**config.mk**
```make
export PLATFORM = sky130hd
export DESIGN_NAME = ebr_read_unpack
export DESIGN_NICKNAME = d
export VERILOG_FILES = /design/src/rtl/ebr_mode_pkg.sv /design/src/rtl/rsp_fifo2.sv /design/src/rtl/ebr_read_unpack.sv
export SDC_FILE = /design/constraint.sdc
export NUM_CORES = 1
export LEC_CHECK = 0
export ABC_CLOCK_PERIOD_IN_PS = 1900
export BUFFER_PORTS_ARGS = -buffer_cell sky130_fd_sc_hd__buf_4
export CAP_MARGIN = 20
export CORE_MARGIN = 3
export CORE_UTILIZATION = 45
export DETAILED_ROUTE_END_ITERATION = 6
export PLACE_DENSITY_LB_ADDON = 0.15
export RECOVER_POWER = 50
export SYNTH_ARGS = -nofsm -noshare
export SYNTH_HDL_FRONTEND = slang
export SYNTH_SLANG_ARGS = --single-unit
```
**constraint.sdc**
```tcl
create_clock -name clk -period 1.9 [get_ports clk]
set_input_delay 0.285 -clock clk [delete_from_list [all_inputs] [get_ports clk]]
set_output_delay 0.285 -clock clk [all_outputs]
set_load 0.03 [all_outputs]
```
**src/rtl/ebr_mode_pkg.sv**
```systemverilog
// ebr_mode_pkg: EBR narrow-width mode constants plus address split and lane helpers
// shared by the read unpacker and the write-mask decoder.
package ebr_mode_pkg;

    localparam int MODE_W16 = 0;
    localparam int MODE_W8  = 1;
    localparam int MODE_W4  = 2;
    localparam int MODE_W2  = 3;

    typedef struct packed {
        logic [7:0] word;
        logic [2:0] lane;
    } addr_split_t;

    function automatic addr_split_t addr_split(input int mode, input logic [10:0] addr);
        addr_split_t s;
        s.word = (mode == MODE_W8) ? addr[8:1] :
                 (mode == MODE_W4) ? addr[9:2] :
                 (mode == MODE_W2) ? addr[10:3] : addr[7:0];
        s.lane = (mode == MODE_W8) ? {2'b00, addr[0]} :
                 (mode == MODE_W4) ? {1'b0, addr[1:0]} :
                 (mode == MODE_W2) ? addr[2:0] : 3'd0;
        return s;
    endfunction

    // Narrow lanes are interleaved: lane L of an N-lane word owns bits L, L+N, L+2N, ...
    function automatic logic [15:0] lane_extract(input int mode, input logic [2:0] lane,
                                                 input logic [15:0] word);
        logic [15:0] r;
        r = '0;
        if (mode == MODE_W8) begin
            for (int k = 0; k < 8; k++) r[k] = word[2*k + int'(lane[0])];
        end else if (mode == MODE_W4) begin
            for (int k = 0; k < 4; k++) r[k] = word[4*k + int'(lane[1:0])];
        end else if (mode == MODE_W2) begin
            r[1:0] = {word[8 + int'(lane)], word[int'(lane)]};
        end else begin
            r = word;
        end
        return r;
    endfunction

    function automatic logic [15:0] lane_mask(input int mode, input logic [2:0] lane);
        logic [15:0] m;
        m = '0;
        for (int b = 0; b < 16; b++) m[b] = ((b & ((1 << mode) - 1)) == int'(lane));
        return m;
    endfunction

endpackage

```
**src/rtl/rsp_fifo2.sv**
```systemverilog
// rsp_fifo2: 2-entry 16-bit response FIFO; head data and valid come straight from
// registers so they stay stable while the consumer stalls.
module rsp_fifo2 (
    input  logic        clk,
    input  logic        rst_n,
    input  logic        i_push,
    input  logic [15:0] i_data,
    input  logic        i_pop,
    output logic        o_valid,
    output logic [15:0] o_data,
    output logic [1:0]  o_occ
);

    logic [15:0] r_mem [2];
    logic        r_wr;
    logic        r_rd;
    logic [1:0]  r_occ;

    always_ff @(posedge clk or negedge rst_n) begin
        if (!rst_n) begin
            r_mem[0] <= '0;
            r_mem[1] <= '0;
            r_wr     <= 1'b0;
            r_rd     <= 1'b0;
            r_occ    <= 2'd0;
        end else begin
            if (i_push) begin
                r_mem[r_wr] <= i_data;
                r_wr        <= ~r_wr;
            end
            if (i_pop) r_rd <= ~r_rd;
            r_occ <= r_occ + {1'b0, i_push} - {1'b0, i_pop};
        end
    end

    assign o_valid = (r_occ != 2'd0);
    assign o_data  = r_mem[r_rd];
    assign o_occ   = r_occ;

endmodule

```
**src/rtl/ebr_read_unpack.sv**
```systemverilog
// ebr_read_unpack: serves narrow-width reads from a 256x16 EBR by word read,
// lane extraction and a 2-entry backpressured response buffer.
module ebr_read_unpack
    import ebr_mode_pkg::*;
#(
    parameter int READ_MODE = MODE_W16
) (
    input  logic        clk,
    input  logic        rst_n,
    input  logic        req_valid,
    output logic        req_ready,
    input  logic [10:0] req_addr,
    output logic        ram_re,
    output logic [7:0]  ram_raddr,
    input  logic [15:0] ram_rdata,
    output logic        rsp_valid,
    input  logic        rsp_ready,
    output logic [15:0] rsp_data
);

    if (READ_MODE < MODE_W16 || READ_MODE > MODE_W2) begin : g_bad_mode
        $fatal(1, "ebr_read_unpack: READ_MODE %0d outside 0..3", READ_MODE);
    end

    addr_split_t w_split;
    logic        w_accept;
    logic        w_pop;
    logic [1:0]  w_occ;
    logic [1:0]  w_level;
    logic [15:0] w_lane_data;
    logic        r_inflight;
    logic [2:0]  r_lane;

    assign w_split = addr_split(READ_MODE, req_addr);
    assign w_pop   = rsp_valid & rsp_ready;
    // Buffered plus in-flight responses never exceed 2, so a 2-bit level cannot wrap.
    assign w_level   = w_occ + {1'b0, r_inflight} - {1'b0, w_pop};
    assign req_ready = (w_level < 2'd2);
    assign w_accept  = req_valid & req_ready & rst_n;
    assign ram_re    = w_accept;
    assign ram_raddr = w_accept ? w_split.word : 8'd0;

    always_ff @(posedge clk or negedge rst_n) begin
        if (!rst_n) begin
            r_inflight <= 1'b0;
            r_lane     <= 3'd0;
        end else begin
            r_inflight <= w_accept;
            if (w_accept) r_lane <= w_split.lane;
        end
    end

    assign w_lane_data = lane_extract(READ_MODE, r_lane, ram_rdata);

    rsp_fifo2 u_fifo (
        .clk     (clk),
        .rst_n   (rst_n),
        .i_push  (r_inflight),
        .i_data  (w_lane_data),
        .i_pop   (w_pop),
        .o_valid (rsp_valid),
        .o_data  (rsp_data),
        .o_occ   (w_occ)
    );

endmodule

```
# Yosys cells after proc, flatten, opt, wreduce, memory -nomap -nowiden
# Cells that the tools add are included.
# totals
regBits	37
inputBits	31
out_inout_bits	27
elab_cells	28
# op_classes
addsub	2
order_cmp	4
n_mux	7
bitwise_logic	7
n_reduce_logical	2
# ops
op	n
$mux 16	4
$bwmux 32	1
$demux 16 s1	1
$mux 8	1
$ge 2x2->1 const B	2
$not 1->2	2
$and 1x1->1	3
$add 2x1->2	1
$lt 2x1->1 const B	1
$lt 2x2->1 const B	1
$not 1->1	2
$reduce_bool 2->1	1
$sub 2x1->2	1
$logic_and 1x1->1	1

# Depth between registers and ports, before layout
# Gate-level depths: netlist of run 1.
# depth
ltp_word	7
mapped_depth	7
ltp_nobuf	6

# Hierarchy
# A second synthesis of run 1 with hierarchy kept.
# unflattened
hier_cells	126
hier_area_um2	1788.0
# modules_own_cells
module	instances	cells_each	area_per_inst_um2	seq_area_each_um2
rsp_fifo2	1	100	1620.3	900.9
ebr_read_unpack	1	26	167.7	25.0

# Least setup slack after synthesis of run 1
# No wires, ideal clock.
# synth_timing
path_type	flip-flop to output port
startpoint	register u_fifo.r_occ[0], in the netlist u_fifo.o_occ[0]
endpoint	output port ram_raddr[7]
t_arrival_ps	1977
required_time_ps	1615
slack_ps	-362
stages_incl_launch_ff	7
n_path_buf	0
cell_sequence	dfrtp_1 > o21a_1 > ha_1 > inv_1 > ha_1 > xor3_2 > nor3_1
# synth_via
elab_chain_len	7
word_cells_on_any_way	8
cone_classes	2 x add/sub; 1 x order compare; 1 x mux; 3 x bitwise; 1 x reduce/logical
# synth_lines
item	line_no	source
start, declared	rsp_fifo2.sv:17	logic [1:0] r_occ;
start signal, assigned	rsp_fifo2.sv:32	r_occ <= r_occ + {1'b0, i_push} - {1'b0, i_pop};
$reduce_bool 2->1	rsp_fifo2.sv:36	assign o_valid = (r_occ != 2'd0);
$and 1x1->1	ebr_read_unpack.sv:35	assign w_pop = rsp_valid & rsp_ready;
named net u_fifo.i_pop	rsp_fifo2.sv:8	input logic i_pop,
$sub 2x1->2	ebr_read_unpack.sv:37	assign w_level = w_occ + {1'b0, r_inflight} - {1'b0, w_pop};
$lt 2x2->1	ebr_read_unpack.sv:38	assign req_ready = (w_level < 2'd2);
$and 1x1->1 (2 in series)	ebr_read_unpack.sv:39	assign w_accept = req_valid & req_ready & rst_n;
$mux 8	ebr_read_unpack.sv:41	assign ram_raddr = w_accept ? w_split.word : 8'd0;
end, declared	ebr_read_unpack.sv:14	output logic [7:0] ram_raddr,
# The timed path passes the listed nets, and every way through them passes these cells.

# Worst setup path in the final report of run 1
# layout_timing
startpoint	register u_fifo.r_occ[0], in the netlist u_fifo.o_occ[0]
endpoint	output port ram_raddr[6]
# The elaborated chain is that of the path after synthesis.

==> results of run 1 <==
## cells by family after synthesis
| family | Yosys count | share of synthesized area |
|---|---|---|
| compound gates | 1 | 0.00421 |
| xor+xnor | 3 | 0.0238 |
| fa+ha+maj | 2 | 0.0140 |
| buf+inv | 17 | 0.0540 |
| flops | 37 | 0.519 |
| mux | 48 | 0.324 |
| simple gates | 13 | 0.0617 |
## cell type report
cell class / count / area [sq um]
well taps: 48 / 60.1
clock buffers: 7 / 86.3
repair buffers: 66 / 536
multi-input cells: 67 / 808
inverters: 11 / 41.3
fillers: 311 / 1280
flip-flops and latches: 37 / 927
## cells in the final DEF, fill, tap and decap left out
cell type                   n
sky130_fd_sc_hd__buf_4     54
sky130_fd_sc_hd__mux2_2    38
sky130_fd_sc_hd__dfrtp_1   36
sky130_fd_sc_hd__inv_1     11
sky130_fd_sc_hd__mux2_4    10
sky130_fd_sc_hd__buf_6      9
sky130_fd_sc_hd__nor3_4     7
sky130_fd_sc_hd__clkbuf_8   6
sky130_fd_sc_hd__xor2_1     2
sky130_fd_sc_hd__ha_1       2
sky130_fd_sc_hd__clkbuf_1   2
sky130_fd_sc_hd__o21a_1     1
sky130_fd_sc_hd__xor3_2     1
sky130_fd_sc_hd__nand2_1    1
sky130_fd_sc_hd__nor2_2     1
sky130_fd_sc_hd__nor3_2     1
sky130_fd_sc_hd__or2_2      1
sky130_fd_sc_hd__nor2b_2    1
sky130_fd_sc_hd__nand2_2    1
sky130_fd_sc_hd__buf_12     1
sky130_fd_sc_hd__clkbuf_2   1
sky130_fd_sc_hd__dfrtp_2    1
## report_power, final
group / leakage (nW) / total, mW / internal, mW / switching (mW)
sequential: 0.437 / 1.43 / 1.20 / 0.236
combinational: 0.701 / 2.83 / 1.41 / 1.41
clock: 0.0443 / 0.540 / 0.287 / 0.253
## worst register-to-register path, cell delays in order, from the launching register on
cell,delay [ns]
sky130_fd_sc_hd__dfrtp_1,0.38
sky130_fd_sc_hd__o21a_1,0.20
sky130_fd_sc_hd__ha_1,0.27
sky130_fd_sc_hd__inv_1,0.05
sky130_fd_sc_hd__ha_1,0.14
sky130_fd_sc_hd__xor3_2,0.28
sky130_fd_sc_hd__buf_12,0.18
sky130_fd_sc_hd__nor2_2,0.14
sky130_fd_sc_hd__buf_4,0.12
## worst paths after layout
path                            startpoint               end  slack, ns  depth (start not counted)
min                          ram_rdata[15]  u_fifo.r_mem[15]       0.23                          2
min reg2reg                u_fifo.r_mem[5]   u_fifo.r_mem[5]       0.50                          1
max in group asynchronous            rst_n       u_fifo.r_rd       0.98                          2
max                        u_fifo.o_occ[0]      ram_raddr[6]      -0.50                          8
max reg2reg                u_fifo.o_occ[0]        r_inflight       0.09                          8
min in group asynchronous            rst_n   u_fifo.r_mem[5]       0.31                          2
## timing repair
item                                    in CTS  in global routing
endpoints found under the setup margin      10                 18
hold buffers                                 0                  0
resized for setup                            9                  1
gates cloned                                 0                  0
buffers inserted                             0                  0
## metrics by stage
stage	hold WS, ns	area (sq um)	std cells	setup TNS, ns	total power [mW]
final	0.233	2460	236	-4.71	4.80
after global routing	0.226	2460	236	-6.07	5.09
after CTS	0.0723	2460	236	-4.98	4.85
after detailed placement	0.385	2340	229	-1.85	4.24
after global placement	0.372	2340	229	-1.38	4.13
after floorplan	-0.0106	1830	121	-1.55	3.35
## sequential cells by signal, indices dropped and copies added (netlist names)
register	cells
u_fifo.r_mem	32
u_fifo.o_occ	2
r_inflight	1
u_fifo.r_rd	1
u_fifo.r_wr	1
## layer usage
metal | vias up | part of all wire | track usage
met3 | 5 | 0.074 | 0.0794
met1 | 565 | 0.41 | 0.209
li1 | 542 | - | -
met5 | - | 0 | 0
met2 | 38 | 0.51 | 0.286
met4 | 0 | 0.010 | 0.0438
==> impl_metrics.sql, run 1 <==
INSERT INTO impl_metrics (metric_group, metric, value, unit) VALUES
('cts', 'tritoncts_clock_tree', 'yes', ''),
('critical_path', 'critical_path.max_stage_delay', '0.38', 'ns'),
('floorplan', 'die_area', '4760', 'sq um'),
('power_and_ir_drop', 'leakage', '1.18', 'nW'),
('cts', 'cts_max_level', '2', ''),
('critical_path', 'timing.critical_path.slowest_stage_cell', 'sky130_fd_sc_hd__dfrtp_1', ''),
('critical_path', 'critical_path.top_delay_family', 'adder cells', ''),
('synth', 'synth.ff_latch_count', '37', ''),
('route', 'dr.first_iter.drc_count', '26', ''),
('cells_and_area', 'antenna_cells', '0', ''),
('route', 'wire_per_inst', '15.3', 'microns'),
('grt', 'grt_max_degree', '38', ''),
('grt', 'total_global_route_track_usage', '0.174', ''),
('cells_and_area', 'finalCoreUtilization', '0.657', ''),
('cts', 'cts.reportedPaths.clkPinSlew', '0.07', 'ns'),
('place', 'detailedPlacementHpwl', '2600', 'microns'),
('critical_path', 'cp_common_cell', 'sky130_fd_sc_hd__ha_1', ''),
('floorplan', 'std_cell_rows', '22', ''),
('grt', 'antenna_found_initial', '0', ''),
('synth', 'ys_top_cells_by_count', 'sky130_fd_sc_hd__mux2_2 (38), sky130_fd_sc_hd__dfrtp_1 (37), sky130_fd_sc_hd__inv_1 (11)', ''),
('synth', 'synth_edf_count', '0', ''),
('critical_path', 'crit_path_launch_type', 'flip-flop', ''),
('cts', 'clk_path_buf_depth', '2', ''),
('synth', 'synth_top_cell_area_share', '0.519', ''),
('run_status', 'outcome', 'finished with violations', ''),
('floorplan', 'die-height', '69.0', 'microns'),
('cells_and_area', 'layout-drive-gt1-share', '0.707', ''),
('place', 'buffer_ports.inserted', '54', ''),
('floorplan', 'design.core.area', '3740', 'sq um'),
('synth', 'post_synth_inst_count', '121', ''),
('timing', 'achievable-frequency', '416', 'MHz'),
('timing', 'tightest_slew', '0.905', 'ns'),
('timing', 'crit_share_post_route', '1.27', ''),
('timing', 'report.final.setup_viol', '10', ''),
('synth', 'total_nets_after_synthesis', '154', ''),
('synth', 'yosys.cell_count.top_type', 'sky130_fd_sc_hd__mux2_2', ''),
('critical_path', 'critical_path_cell_by_cell', 'o21a_1 > ha_1 > inv_1 > ha_1 > xor3_2 > buf_12 > nor3_4 > buf_6', ''),
('route', 'wl', '3600', 'microns'),
('floorplan', 'die_width', '69.0', 'microns'),
('timing', 'timing.final.max_slew_violations', '0', ''),
('timing', 'timing.final.hold_violations', '0', ''),
('run', 'maxcap_viol_count', '0', ''),
('floorplan', 'floorplan.initialDensity', '0.477', ''),
('grt', 'grt.overflow.total', '0', ''),
('power_and_ir_drop', 'ir_worst_vdd', '0.00116', 'V'),
('cells_and_area', 'area.growth.synth_to_final', '37.7', '%'),
('synth', 'synthArstFlopShare', '1.00', ''),
('grt', 'grt_first_pass_wirelength', '5780', 'microns'),
('route', 'drt_pre_antenna_iters', '3', ''),
('critical_path', 'timing.critical_path.to_type', 'primary output', ''),
('cts', 'cts.sinks', '37', ''),
('cts', 'root_buffer', 'sky130_fd_sc_hd__clkbuf_8', ''),
('timing', 'rsz0062_at_grt', 'true', ''),
('floorplan', 'ios', '58', ''),
('run_status', 'violations', 'setup timing', ''),
('place', 'globalplace.congestion', '0.664', ''),
('cts', 'cts-buffers-inserted', '5', ''),
('synth', 'synth_flop_type', 'sky130_fd_sc_hd__dfrtp_1', ''),
('place', 'pre_cts_ws', '-0.223', 'ns'),
('synth', 'synth_area_leader_cell', 'sky130_fd_sc_hd__dfrtp_1', ''),
('synth', 'share_of_synthesized_area_occupied_by_flip_flops_and_latches', '0.519', ''),
('timing', 'slew-limit-headroom', '0.396', ''),
('route', 'post-route-drc-count', '0', ''),
('critical_path', 'worstSetupPathType', 'flip-flop to primary output', ''),
('timing', 'fin_skew', '0.00699', 'ns'),
('route', 'vias_per_cell', '4.87', ''),
('grt', 'grt_pass1_vias', '1225', ''),
('worst_hold_path', 'worst_hold_check_path_type', 'primary input to flip-flop', ''),
('synth', 'yosys_warnings', '0', ''),
('critical_path', 'cp.required', '1.62', 'ns'),
('timing', 'setup_ws', '-0.504', 'ns');
No activity file was read; power rests on OpenSTA's default activity.
==> inputs of run 2 (changes only) <==
Settings changed: ABC_CLOCK_PERIOD_IN_PS 1900 to 2900, CORE_UTILIZATION 45 to 54.
Clock period 1.9 ns to 2.9 ns, I/O delays scaled along.
==> impl_metrics.sql, run 2 (synthesis results as in run 1) <==
INSERT INTO impl_metrics (metric_group, metric, value, unit) VALUES
('floorplan', 'die_area', '4030', 'sq um'),
('power_and_ir_drop', 'power.share.combinational', '0.564', ''),
('timing', 'setup_ws', '0.239', 'ns'),
('cts', 'cts.reportedPaths.clkPinSlew', '0.10', 'ns'),
('grt', 'grt_max_degree', '38', ''),
('power_and_ir_drop', 'power.net_switching', '1.14', 'mW'),
('power_and_ir_drop', 'seq_power_share', '0.342', ''),
('cells_and_area', 'layout_commonest_cell', 'sky130_fd_sc_hd__buf_4', ''),
('floorplan', 'die-height', '63.5', 'microns'),
('floorplan', 'ios', '58', ''),
('cts', 'cts_max_level', '2', ''),
('cts', 'ctsResizeCount', '0', ''),
('timing', 'crit_share_post_route', '0.918', ''),
('cts', 'clock_latency', '0.33', 'ns'),
('place', 'pre_cts_ws', '0.516', 'ns'),
('cts', 'root_buffer', 'sky130_fd_sc_hd__clkbuf_4', ''),
('timing', 'timing.final.hold_violations', '0', ''),
('grt', 'grt.overflow.total', '0', ''),
('grt', 'grt_first_pass_wirelength', '5440', 'microns'),
('cells_and_area', 'ff_latch_area', '926', 'sq um'),
('route', 'post-route-drc-count', '0', ''),
('run_status', 'violations', 'capacitance limit, slew limit', ''),
('place', 'detailedPlacementHpwl', '2430', 'microns'),
('floorplan', 'std_cell_rows', '20', ''),
('floorplan', 'floorplan.initialDensity', '0.575', ''),
('route', 'wl', '3290', 'microns'),
('power_and_ir_drop', 'power_density', '1250', 'nW/um^2'),
('cells_and_area', 'largest_register_ff_count', '32', ''),
('floorplan', 'die_width', '63.5', 'microns'),
('timing', 'report.final.setup_viol', '0', ''),
('timing', 'timing.final.max_slew_violations', '38', ''),
('critical_path', 'timing.critical_path.to_type', 'primary output', ''),
('cells_and_area', 'multi_input_area', '761', 'sq um'),
('place', 'buffer_ports.inserted', '54', ''),
('worst_hold_path', 'hold_path_stages', '2', ''),
('cells_and_area', 'layout-drive-gt1-share', '0.663', ''),
('critical_path', 'cp.required', '2.47', 'ns'),
('timing', 'achievable-frequency', '376', 'MHz'),
('power_and_ir_drop', 'switching_portion_of_total_power', '0.404', ''),
('critical_path', 'arrival', '2.23', 'ns'),
('floorplan', 'design.core.area', '3100', 'sq um'),
('critical_path', 'worstSetupPathType', 'flip-flop to primary output', ''),
('route', 'drt_pre_antenna_iters', '4', ''),
('worst_hold_path', 'worst_hold_check_path_type', 'primary input to flip-flop', ''),
('critical_path', 'reg2regPathDepth', '6', ''),
('cts', 'cts_hold_buf', '0', ''),
('power_and_ir_drop', 'internal_power', '1.68', 'mW'),
('run_status', 'outcome', 'finished with violations', ''),
('run', 'maxcap_viol_count', '1', ''),
('cts', 'clk_path_buf_depth', '2', ''),
('timing', 'fin_skew', '0.00119', 'ns'),
('power_and_ir_drop', 'leakage', '1.09', 'nW'),
('cells_and_area', 'finalCoreUtilization', '0.725', ''),
('timing', 'rsz0062_at_grt', 'false', ''),
('cells_and_area', 'register_bank_with_the_most_flops', 'u_fifo.r_mem', ''),
('cts', 'cts.repair_timing.setup_buffer_count', '0', ''),
('cts', 'tritoncts_clock_tree', 'yes', ''),
('grt', 'grt_pass1_vias', '1237', ''),
('route', 'dr.first_iter.drc_count', '17', ''),
('critical_path', 'critical_path_peak_fanout', '11', ''),
('route', 'wire_per_inst', '14.8', 'microns'),
('cells_and_area', 'layout.cells.most_common_list', 'sky130_fd_sc_hd__buf_4 (54), sky130_fd_sc_hd__mux2_2 (38), sky130_fd_sc_hd__dfrtp_1 (37)', ''),
('route', 'antenna_violating_nets_post_route', '0', ''),
('route', 'detailroute.via_count', '1122', ''),
('cells_and_area', 'layout.filler_cells', '237', ''),
('cts', 'cts.sinks', '37', ''),
('cells_and_area', 'area.growth.synth_to_final', '26.1', '%'),
('timing', 'slew-limit-headroom', '-0.268', ''),
('power_and_ir_drop', 'p_clk_frac', '0.094', ''),
('grt', 'total_global_route_track_usage', '0.177', ''),
('place', 'globalplace.congestion', '0.660', ''),
('cells_and_area', 'num-nets-final', '211', ''),
('cts', 'cts-buffers-inserted', '5', ''),
('timing', 'tns', '0', 'ns'),
('power_and_ir_drop', 'ir_worst_vdd', '0.000536', 'V'),
('timing', 'tightest_slew', '1.90', 'ns'),
('route', 'vias_per_cell', '5.05', ''),
('power_and_ir_drop', 'power', '2.82', 'mW'),
('timing', 'final_period_minus_worst_setup_slack', '2.66', 'ns'),
('grt', 'antenna_found_initial', '0', ''),
('cells_and_area', 'antenna_cells', '0', ''),
('critical_path', 'crit_path_launch_type', 'flip-flop', '');
[run 2: cell count changes in the layout (fill, tap and decap cells not counted), moves of 5 or more]
| cell | previous run | this run |
|---|---|---|
| sky130_fd_sc_hd__buf_6 | 9 | 0 |
| sky130_fd_sc_hd__nor3_4 | 7 | 1 |
| sky130_fd_sc_hd__clkbuf_4 | 0 | 5 |
| sky130_fd_sc_hd__clkbuf_8 | 6 | 1 |
| sky130_fd_sc_hd__nor3_2 | 1 | 6 |
[run 2: per-stage QoR]
| stage | hold WS, ns | area [sq um] | instances |
|---|---|---|---|
| floorplan | 0.139 | 1790 | 121 |
| global placement | 0.481 | 2210 | 215 |
| detailed placement | 0.492 | 2210 | 215 |
| CTS | 0.164 | 2260 | 222 |
| global route | 0.316 | 2250 | 222 |
| finish | 0.339 | 2250 | 222 |
[run 2: per-layer routing]
metal  track usage  wire length (microns)
met5             0                      0
met2         0.302                   1650
met4        0.0566                     48
met3        0.0731                    260
met1         0.198                   1330
[run 2: worst paths after layout]
kind,from,endpoint,slack [ns]
hold reg to reg,u_fifo.r_mem[9],u_fifo.r_mem[9],0.51
max in group asynchronous,rst_n,u_fifo.r_mem[21],1.00
setup reg to reg,u_fifo.o_occ[0],r_inflight,1.15
min in group asynchronous,rst_n,u_fifo.o_occ[1],0.82
hold / removal,ram_rdata[0],u_fifo.r_mem[16],0.34
setup / recovery,u_fifo.o_occ[0],ram_raddr[7],0.24
[run 2: worst max-delay path, stage by stage, from the launching register on]
cell and delay [ns]:
sky130_fd_sc_hd__dfrtp_1 0.41, sky130_fd_sc_hd__o21a_1 0.23, sky130_fd_sc_hd__ha_1 0.27, sky130_fd_sc_hd__inv_1 0.05, sky130_fd_sc_hd__ha_1 0.14, sky130_fd_sc_hd__xor3_2 0.40
sky130_fd_sc_hd__nor3_1 0.21, sky130_fd_sc_hd__buf_4 0.19
[run 2: final cells by class]
type,count,share of cell area
sequential,37,0.411
multi-input combinational,67,0.338
timing repair buffer,56,0.183
clock buffer,7,0.0245
tap,44,0.0245
inverter,11,0.0183
[run 2: power by group through the flow]
stage               sequential [mW]  clock [mW]  combinational [mW]
floorplan                     0.880           0                1.26
global placement              0.949           0                1.57
detailed placement            0.976           0                1.61
CTS                           0.968       0.274                1.61
global route                  0.998       0.298                1.69
finish                        0.962       0.264                1.59
